--- src/rtl/imem_refill_unit.sv ---
`default_nettype none
// ============================================================================
// Module   : imem_refill_unit
// Brief    : Instruction-cache line refill engine with pipelined, bounded
//            outstanding RAM reads, abort-and-drain, and miss re-arm.
// Revision : 1.0 - initial release
// ============================================================================
module imem_refill_unit #(
    parameter int PC_SIZE   = 32,
    parameter int WORD_W    = 32,
    parameter int BLOCK_W   = 512,
    parameter int MAX_OUTST = 4
) (
    input  logic               clk,
    input  logic               nrst,
    input  logic               cache_miss,
    input  logic [PC_SIZE-1:0] ram_address,
    output logic               mem_req,
    output logic [PC_SIZE-1:0] mem_addr,
    input  logic               mem_gnt,
    input  logic               mem_rvalid,
    input  logic [WORD_W-1:0]  mem_rdata,
    output logic [WORD_W-1:0]  mem_word,
    output logic               word_ready,
    output logic               refill_busy
);

    localparam int NWORDS     = BLOCK_W / WORD_W;
    localparam int CNT_W      = $clog2(NWORDS) + 1;
    localparam int BYTE_SHIFT = $clog2(WORD_W / 8);

    localparam logic [CNT_W-1:0] c_nwords    = CNT_W'(NWORDS);
    localparam logic [CNT_W-1:0] c_max_outst = CNT_W'(MAX_OUTST);
    localparam logic [CNT_W-1:0] c_one       = CNT_W'(1);

    typedef enum logic [1:0] {
        S_IDLE     = 2'd0,
        S_FETCH    = 2'd1,
        S_DRAIN    = 2'd2,
        S_WAIT_HIT = 2'd3
    } state_t;

    state_t             r_state, w_state_next;
    logic [PC_SIZE-1:0] r_base, w_base_next;
    logic [CNT_W-1:0]   r_issue_cnt, w_issue_next;
    logic [CNT_W-1:0]   r_ret_cnt, w_ret_next;
    logic [CNT_W-1:0]   r_outst, w_outst_next;
    logic               r_mem_req, w_req_next;
    logic [PC_SIZE-1:0] r_mem_addr, w_addr_next;
    logic [WORD_W-1:0]  r_mem_word, w_word_next;
    logic               r_word_ready, w_ready_next;
    logic               r_refill_busy, w_busy_next;
    logic               w_grant;
    logic               w_miss_same;

    // Requests are registered, so a high r_mem_req is the one the RAM sees.
    assign w_grant     = r_mem_req & mem_gnt;
    assign w_miss_same = cache_miss && (ram_address == r_base);

    always_ff @(posedge clk or negedge nrst) begin
        if (!nrst) begin
            r_state       <= S_IDLE;
            r_base        <= '0;
            r_issue_cnt   <= '0;
            r_ret_cnt     <= '0;
            r_outst       <= '0;
            r_mem_req     <= 1'b0;
            r_mem_addr    <= '0;
            r_mem_word    <= '0;
            r_word_ready  <= 1'b0;
            r_refill_busy <= 1'b0;
        end else begin
            r_state       <= w_state_next;
            r_base        <= w_base_next;
            r_issue_cnt   <= w_issue_next;
            r_ret_cnt     <= w_ret_next;
            r_outst       <= w_outst_next;
            r_mem_req     <= w_req_next;
            r_mem_addr    <= w_addr_next;
            r_mem_word    <= w_word_next;
            r_word_ready  <= w_ready_next;
            r_refill_busy <= w_busy_next;
        end
    end

    always_comb begin
        w_state_next = r_state;
        w_base_next  = r_base;
        w_issue_next = r_issue_cnt;
        w_ret_next   = r_ret_cnt;
        w_outst_next = r_outst;
        w_req_next   = 1'b0;
        w_addr_next  = r_mem_addr;
        w_word_next  = r_mem_word;
        w_ready_next = 1'b0;

        unique case (r_state)
            S_IDLE: begin
                if (cache_miss) begin
                    w_base_next  = ram_address;
                    w_issue_next = '0;
                    w_ret_next   = '0;
                    w_outst_next = '0;
                    w_state_next = S_FETCH;
                end
            end
            S_FETCH: begin
                if (w_grant) w_issue_next = r_issue_cnt + c_one;
                if (mem_rvalid) w_ret_next = r_ret_cnt + c_one;
                if (w_grant && !mem_rvalid) w_outst_next = r_outst + c_one;
                else if (!w_grant && mem_rvalid) w_outst_next = r_outst - c_one;

                // A grant in the abort cycle is still counted so DRAIN waits for it.
                if (!w_miss_same) begin
                    w_state_next = S_DRAIN;
                end else begin
                    if (mem_rvalid) begin
                        w_word_next  = mem_rdata;
                        w_ready_next = 1'b1;
                    end
                    if (w_ret_next == c_nwords) begin
                        w_state_next = S_WAIT_HIT;
                    end else begin
                        w_req_next  = (w_issue_next < c_nwords) && (w_outst_next < c_max_outst);
                        w_addr_next = r_base + (PC_SIZE'(w_issue_next) << BYTE_SHIFT);
                    end
                end
            end
            S_DRAIN: begin
                if (mem_rvalid && (r_outst != '0)) w_outst_next = r_outst - c_one;
                if (w_outst_next == '0) w_state_next = S_IDLE;
            end
            S_WAIT_HIT: begin
                if (!w_miss_same) w_state_next = S_IDLE;
            end
            default: w_state_next = S_IDLE;
        endcase

        w_busy_next = (w_state_next != S_IDLE);
    end

    assign mem_req     = r_mem_req;
    assign mem_addr    = r_mem_addr;
    assign mem_word    = r_mem_word;
    assign word_ready  = r_word_ready;
    assign refill_busy = r_refill_busy;

`ifndef SYNTHESIS
    a_no_rvalid_when_quiet: assert property (@(posedge clk) disable iff (!nrst)
        !(mem_rvalid && ((r_state == S_IDLE) || (r_state == S_WAIT_HIT))));
`endif

endmodule
`default_nettype wire

--- config.mk ---
export PLATFORM = sky130hd
export DESIGN_NAME = imem_refill_unit
export DESIGN_NICKNAME = d
export VERILOG_FILES = /design/src/rtl/imem_refill_unit.sv
export SDC_FILE = /design/constraint.sdc
export NUM_CORES = 1
export LEC_CHECK = 0
export CAP_MARGIN = 20
export CORE_AREA = 2 2 109 111
export DETAILED_ROUTE_END_ITERATION = 12
export DIE_AREA = 0 0 111 113
export PLACE_DENSITY = 0.9
export SYNTH_ARGS = -nofsm -noshare
export SYNTH_HDL_FRONTEND = slang
export SYNTH_SLANG_ARGS = --single-unit
--- constraint.sdc ---
create_clock -name clk -period 5.15 [get_ports clk]
set_input_delay 1.545 -clock clk [delete_from_list [all_inputs] [get_ports clk]]
set_output_delay 1.545 -clock clk [all_outputs]
set_load 0.02 [all_outputs]
==> Flow_metrics.wiki <==
{| class="wikitable"
! Metric !! Value
|-
| Final period util || a little over four fifths
|-
| Row Count || 39
|-
| Status || completed
|-
| Clock sink count || ~120
|-
| Max-cap violations || 0
|-
| Global-route wire length before repair || 25,200 µm
|-
| DIE HEIGHT || around 110 µm
|-
| Cell area power density || 428 nW/µm²
|-
| Internal power component || 2.30 mW
|-
| Post-detailed-placement half-perimeter wirelength || roughly 11,000 µm
|-
| Timing endpoint of the critical path || mem_addr[28]
|-
| Global Route Usage Sum || 25.5%
|-
| Horizontal die dimension || 111 µm
|-
| Setup crit end kind || flip-flop
|-
| Async set-or-reset flop fraction in the synthesized netlist || 100%
|-
| Final wirelength || 15,500 µm
|-
| Crit-path slowest cell || nor2_1
|-
| Biggest cell delay along the critical path || roughly 0.5 ns
|-
| Fraction of the yosys area taken by sequential cells || 47.8%
|-
| Number of CTS-inserted buffers || 17
|-
| Area overhead of the layout relative to synthesis || 34.4%
|-
| Violation count after the first detailed-routing iteration || 248
|-
| Highest ir drop seen on vdd || ~0.49 mV
|-
| Number of global-route vias before repair || 5,005
|-
| Switching power summed over all nets || 1.19 mW
|-
| Placed instance count || 787
|-
| Number of synthesized register bits || 116
|-
| Remaining design rule violation count || 0
|-
| Full die area || 12,500 µm²
|-
| Shortest clock period the worst path allows after layout || between 4 and 5 ns
|-
| Summed negative setup slack over all endpoints || 0 ns
|-
| Slew HR || 51.1%
|-
| Worst reg2reg path endpoint || mem_addr[28]
|-
| Most frequent standard cell in the layout excluding fill and tap cells || clkdlybuf4s50_1
|-
| Mapped Nets || ~610
|-
| Slew of the pin with the lowest slew margin || 0.729 ns
|-
| Clock transition time at the flip-flop clock pins of the worst setup and hold paths || 0.06 ns
|-
| Number of vias in the routed layout || 4,736
|-
| H-tree level count || 4
|-
| Post-detailed-route wirelength per cell || 18.9 µm
|-
| Required time of the critical path || roughly 5.5 ns
|-
| Startpoint of the most critical register-to-register path || mem_req
|-
| Final Wtd Congestion || 0.919
|-
| Post-synthesis instance total || 526
|-
| Number of hold buffers added after cts || 0
|-
| Count of nets left with antenna violations after detail routing || 0
|-
| Clock Latency Late Sink || 0.42 ns
|-
| Number of nets in the layout || 749
|-
| Final standard cell count with taps included and fillers excluded || 819
|-
| Fraction of final layout cells sized beyond drive strength 1 || 15.8%
|-
| Data arrival, critical path || 4.59 ns
|-
| Net Sw Frac || 34.1%
|-
| Post-Syn Area || between 6000 and 7000 µm²
|-
| Combinational share of power || 27.3%
|-
| Max clock buf depth || 2
|-
| Setup repair after global routing missed its margin || no
|-
| CP Class || input port to flip-flop
|-
| Post-Route Skew || 0.00775 ns
|-
| Hold Worst Slack || 0.494 ns
|-
| Residual overflow from global routing || 0
|-
| Count of yosys warnings during synthesis || 0
|-
| Number of flops mapped to enable cells by yosys || 0
|-
| TritonRoute pass-1 iters || 5
|-
| DR vias/cell || 5.78
|-
| Startpoint of the worst setup timing path || mem_gnt
|-
| # port buffers || about 140
|-
| Post-Syn Area per Cell || 11.6 µm²
|-
| Length in cells of the worst reg-to-reg path || 11
|-
| Area of the core || 11,300 µm²
|-
| Maximum clock frequency || 0.233 GHz
|-
| Hold Vio Cnt, Final || 0
|-
| Cell at the root of the clock tree || clkbuf_16
|-
| Fill cells || 781
|-
| Leak Pwr || 3.69 nW
|-
| Antenna cells || 0
|-
| Initial Utilization || 53.9%
|-
| Sequential cell fraction of total power || 37.8%
|-
| Antenna violations before repair || 0
|-
| Netlist cell types || 55
|-
| Final setup fails || 0
|-
| Critical path fanouts, max || 8
|-
| Post-CTS Setup Repair Bufs || 0
|-
| List of cells traversed by the critical path || clkdlybuf4s50_1 > nand2_1 > inv_1 > nand2_1 > xnor2_1 > ha_1 > nor2b_1 > o31a_1 > nor2_1 > nor4_1 > xor2_1 > mux2_1
|-
| Flop2flop setup slack || about 2.1 ns
|-
| Number of top-level design ports || 136
|-
| Final Max Slew Viols || 0
|-
| Nature of the critical path startpoint || input port
|-
| CTS tree || done
|-
| Clock network power share || 34.9%
|-
| Type of the most critical hold path || flip-flop to flip-flop
|-
| Number of gates resized after cts || 0
|-
| Most instantiated flip-flop cell in the synthesis netlist || dfrtp_1
|-
| Top library cells by usage in the layout, fill and taps aside || 134 x clkdlybuf4s50_1, 116 x dfrtp_1, 61 x mux2_2, 49 x xor2_1, 36 x nand2_1
|-
| Pin count of the biggest net entering global routing || ~50
|-
| Most used cell along the critical path || nand2_1
|}
[synth_stat cells (all sizes together), types with 2 or more instances]
cell type,n,area (µm²)
xnor2,21,184
o21ai,21,105
nor3,13,65.1
xor2,49,429
nand4,11,68.8
o2bb2ai,2,17.5
inv,15,56.3
clkbuf,13,48.8
nor2b,2,12.5
a31oi,2,12.5
o31a,3,26.3
o211ai,4,30.0
a21o,3,22.5
mux2,93,1050
buf,11,73.8
dfrtp,116,2900
nand3b,3,22.5
or2,3,18.8
nor4,15,115
a21oi,8,40.0
nor2,13,48.8
nand2b,3,18.8
and3,3,18.8
nand3,16,85.1
nand2,36,135
ha,16,200
o21a,2,15.0
a32o,3,30.0
nor4b,2,17.5
nor3b,3,22.5
a211oi,3,22.5
mux2i,2,20.0
a21boi,2,15.0
[critical path, delay by kind of cell]
family | cells | cell delay, ns
adders and majority gates | 1 | 0.32
buffers and inverters | 2 | 0.62
muxes | 1 | 0.32
AOI/OAI and AO/OA | 1 | 0.27
xor gates and xnor gates | 2 | 0.42
and+or+nand+nor | 5 | 1.08
[sequential cells by signal, summed over array words and instances, names as in the netlist]
name and count:
mem_addr 32, mem_word 32, r_base 32, r_issue_cnt 5, r_outst 5, r_ret_cnt 5, r_state 2, mem_req 1
refill_busy 1, word_ready 1
[cell families after synthesis]
kind of cell / Yosys count / share of synthesized area, %
fa+ha+maj: 17 / 3.62
flops: 116 / 47.8
buf+inv: 39 / 2.94
compound gates: 60 / 6.51
xor+xnor: 70 / 10.1
mux: 95 / 17.6
simple gates: 129 / 11.5
[how the worst min path moves through the flow]
stage                         from  slack (ns)  cells after the start             end
global placement      mem_addr[17]        0.47                      1    mem_addr[17]
CTS                    mem_addr[8]        0.50                      1     mem_addr[8]
global route          mem_addr[19]        0.51                      1    mem_addr[19]
detailed placement    mem_addr[23]        0.48                      1    mem_addr[23]
floorplan           r_issue_cnt[4]        0.47                      2  r_issue_cnt[4]
finish                 mem_word[4]        0.49                      1     mem_word[4]
[through the flow]
stage	utilization, %	power [mW]	area, µm²	worst slack, ns
after global placement	66.9	2.20	7550	0.684
after global routing	72.4	3.66	8160	0.736
after detailed placement	66.9	2.26	7550	0.511
after CTS	72.4	3.49	8160	0.931
after floorplan	-	1.95	6080	1.32
final	72.4	3.50	8160	0.858
[power by group through the flow]
stage	Combinational (mW)	Clock, mW	Sequential [mW]
floorplan	0.709	0	1.24
global placement	0.891	0	1.31
detailed placement	0.933	0	1.33
CTS	0.946	1.23	1.32
global route	1.04	1.27	1.35
finish	0.953	1.22	1.32
[layer usage]
| metal | share of wire, % | global-route usage, % | vias to the layer above |
|---|---|---|---|
| li1 | - | - | 2145 |
| met1 | 41 | 31.5 | 2366 |
| met2 | 49 | 42.0 | 193 |
| met3 | 7.9 | 8.41 | 32 |
| met4 | 2.2 | 9.75 | 0 |
| met5 | 0 | 0 | - |
[final cells by class]
class / count / area (µm²) / area share (%)
clock buffers: 18 / 439 / 5.38
repair buffers: 142 / 1410 / 17.3
flip-flops and latches: 116 / 2900 / 35.6
inverters: 15 / 56.3 / 0.690
clock inverters: 14 / 179 / 2.19
multi-input cells: 371 / 2990 / 36.7
well taps: 143 / 179 / 2.19
Power figures use the tool's default switching activity.
==> patch: new RTL, config.mk and constraints unchanged <==
Set the parameter `PC_SIZE` to 16 (it was 32).
--- a/src/rtl/imem_refill_unit.sv
+++ b/src/rtl/imem_refill_unit.sv
@@ -7,5 +7,5 @@
 // ============================================================================
 module imem_refill_unit #(
-    parameter int PC_SIZE   = 32,
+    parameter int PC_SIZE   = 16,
     parameter int WORD_W    = 32,
     parameter int BLOCK_W   = 512,
Interface: changed (resized mem_addr and ram_address); port bits go from 136 to 104. No check against the original RTL was run, so the function may have changed too.
==> patch against the original RTL <==
Area after synthesis fell by 25%. Combinational power fell by 23%. Worst setup slack improved by 0.26 ns. Synthesized cell count shrank 27%. Largest power group unchanged. Sequential power fell by 33%. Power down 36%. Routed wire length is 33% lower. Utilization down 19 points. First-iteration DRC count is 34% lower. Final area shrank 27%. Die area unchanged. Critical path depth stayed put. Sequential cell count is 32 lower.
==> patch: results (changes against the original RTL) <==
Max clock buf depth = 2 (unchanged)
H-tree depth = 3 (-1)
Layout cells sized above 1 = 18.7% (+2.9 points)
Number of detailed-route iterations in the first pass = 4 (-1)
Num CTS Buffers = 9 (-8)
Synthesized area per cell = 11.8 um2 (+2.5%)
Worst EP arrival = 4.25 ns (-0.34 ns)
Max stage delay on crit path = 0.50 ns
Vias in the first global route = 3,409 (-32%)
Post-CTS resize count = 0 (unchanged)
Worst-case reg-to-reg path depth = 10 (-1)
Max FO, Critical Path = 6 (-2)
Terminus of the critical flop-to-flop path = mem_addr[15]
FF-to-FF setup slack = 2.41 ns (+0.31 ns)
Syn Nets = 456 (-25%)
Vias per inst = 5.16 (-11%)
Non-filler instance count after layout = 635 (-22%)
Avg WL per Cell = 16.3 um (-14%)
Leak pwr = 2.65 nW (-28%)
Iteration-0 DRC Markers = 164 (-34%)
Critical path's slowest cell = clkdlybuf4s50_1
Hpwl dp = 7570 um (-32%)
FF-to-FF Start = r_issue_cnt[0]
Worst-margin pin slew = 0.983 ns (+0.255 ns)
Outcome = finished clean
First-pass GRT wire length = 17,100 um (-32%)
Layout Nets = 558 (-26%)
Root Buffer = clkbuf_16
Post-synth top cells = dfrtp_1, mux2_4, nand2_1, mux2_2, o21ai_0
Synth unique cells = 52 (-5.5%)
Ys async rst share = 100% (unchanged)
Largest net degree at the start of global routing = 85 (+73%)
Clock Skew = 0.00914 ns (+0.00139 ns)
Ranking of synthesized cells by area = dfrtp_1, mux2_4, mux2_2
Worst IR Drop VDD = 0.158 mV (-68%)
Crit path to = mem_addr[8]
Crit path max-delay family = adder cells
GP Congestion = 0.850 (-7.6%)
Worst hold margin = 0.507 ns (+0.0132 ns)
Fillers = 955 (+22%)
Port buffer count = 103 (-24%)
CP startpoint = mem_gnt
Global Route Usage Sum = 17.0% (-8.5 points)
Worst-Skew Late Latency = 0.33 ns (-0.09 ns)
Placed cells = 619 (-21%)
Sequential-to-total area share from yosys stat = 46.0% (-1.8 points)
-- patch: cell count changes in the layout (fill, tap and decap cells not counted), sizes merged, moves of 4 or more --
| cell | before | now |
|---|---|---|
| clkbuf | 18 | 11 |
| xor2 | 49 | 16 |
| nor2 | 13 | 8 |
| a21oi | 8 | 12 |
| dfrtp | 116 | 84 |
| clkdlybuf4s50 | 134 | 102 |
| nand4 | 11 | 4 |
| nand3 | 16 | 7 |
| nor3 | 13 | 9 |
| nor4 | 15 | 5 |
| mux2 | 93 | 63 |
| clkinv | 7 | 2 |
-- patch: area by class of cell --
type                            instances  share of cell area, %
Clock buffer                           11                   4.22
Inverter                               17                   1.07
Timing Repair Buffer                  107                   18.0
Sequential cell                        84                   35.1
Multi-Input combinational cell        269                   38.2
Clock inverter                          4                  0.418
Tap cell                              143                   2.99
-- patch: cell families after synthesis --
group,after synthesis,share of synthesized area (%)
and+or+nand+nor,85,9.83
DFF,84,46.0
muxes,67,19.5
AOI/OAI and AO/OA,64,8.98
xor gates and xnor gates,36,6.90
buffers and inverters,33,3.94
adders and majority gates,17,4.82
-- patch: through the flow --
step           worst slack, ns  util, %  total power, W  cell area (um2)
2_1_floorplan             1.57        -         0.00141             4570
3_3_place_gp             0.856     50.4         0.00158             5680
3_5_place_dp             0.787     50.4         0.00162             5680
4_1_cts                   1.15     52.9         0.00223             5960
5_1_grt                  0.845     53.1         0.00236             5990
6_report                  1.12     53.1         0.00222             5990
-- patch: worst min-delay path by stage --
stage                   start        endpoint
5_1_grt           mem_word[4]     mem_word[4]
3_3_place_gp   r_issue_cnt[4]  r_issue_cnt[4]
6_report         mem_word[30]    mem_word[30]
3_5_place_dp     mem_word[10]    mem_word[10]
4_1_cts          mem_word[30]    mem_word[30]
2_1_floorplan  r_issue_cnt[4]  r_issue_cnt[4]
-- patch: per-layer routing --
layer	GRT usage [%]	routed length (um)	vias up
li1	-	-	1570
met1	21.5	4570	1627
met2	29.4	5280	73
met3	3.91	400	6
met4	5.00	95	0
met5	0	0	-
-- patch: power breakdown --
part           total (W)  internal [W]  switching [W]
combinational   0.000734      0.000350       0.000384
clock           0.000599      0.000348       0.000250
sequential      0.000891      0.000753       0.000138
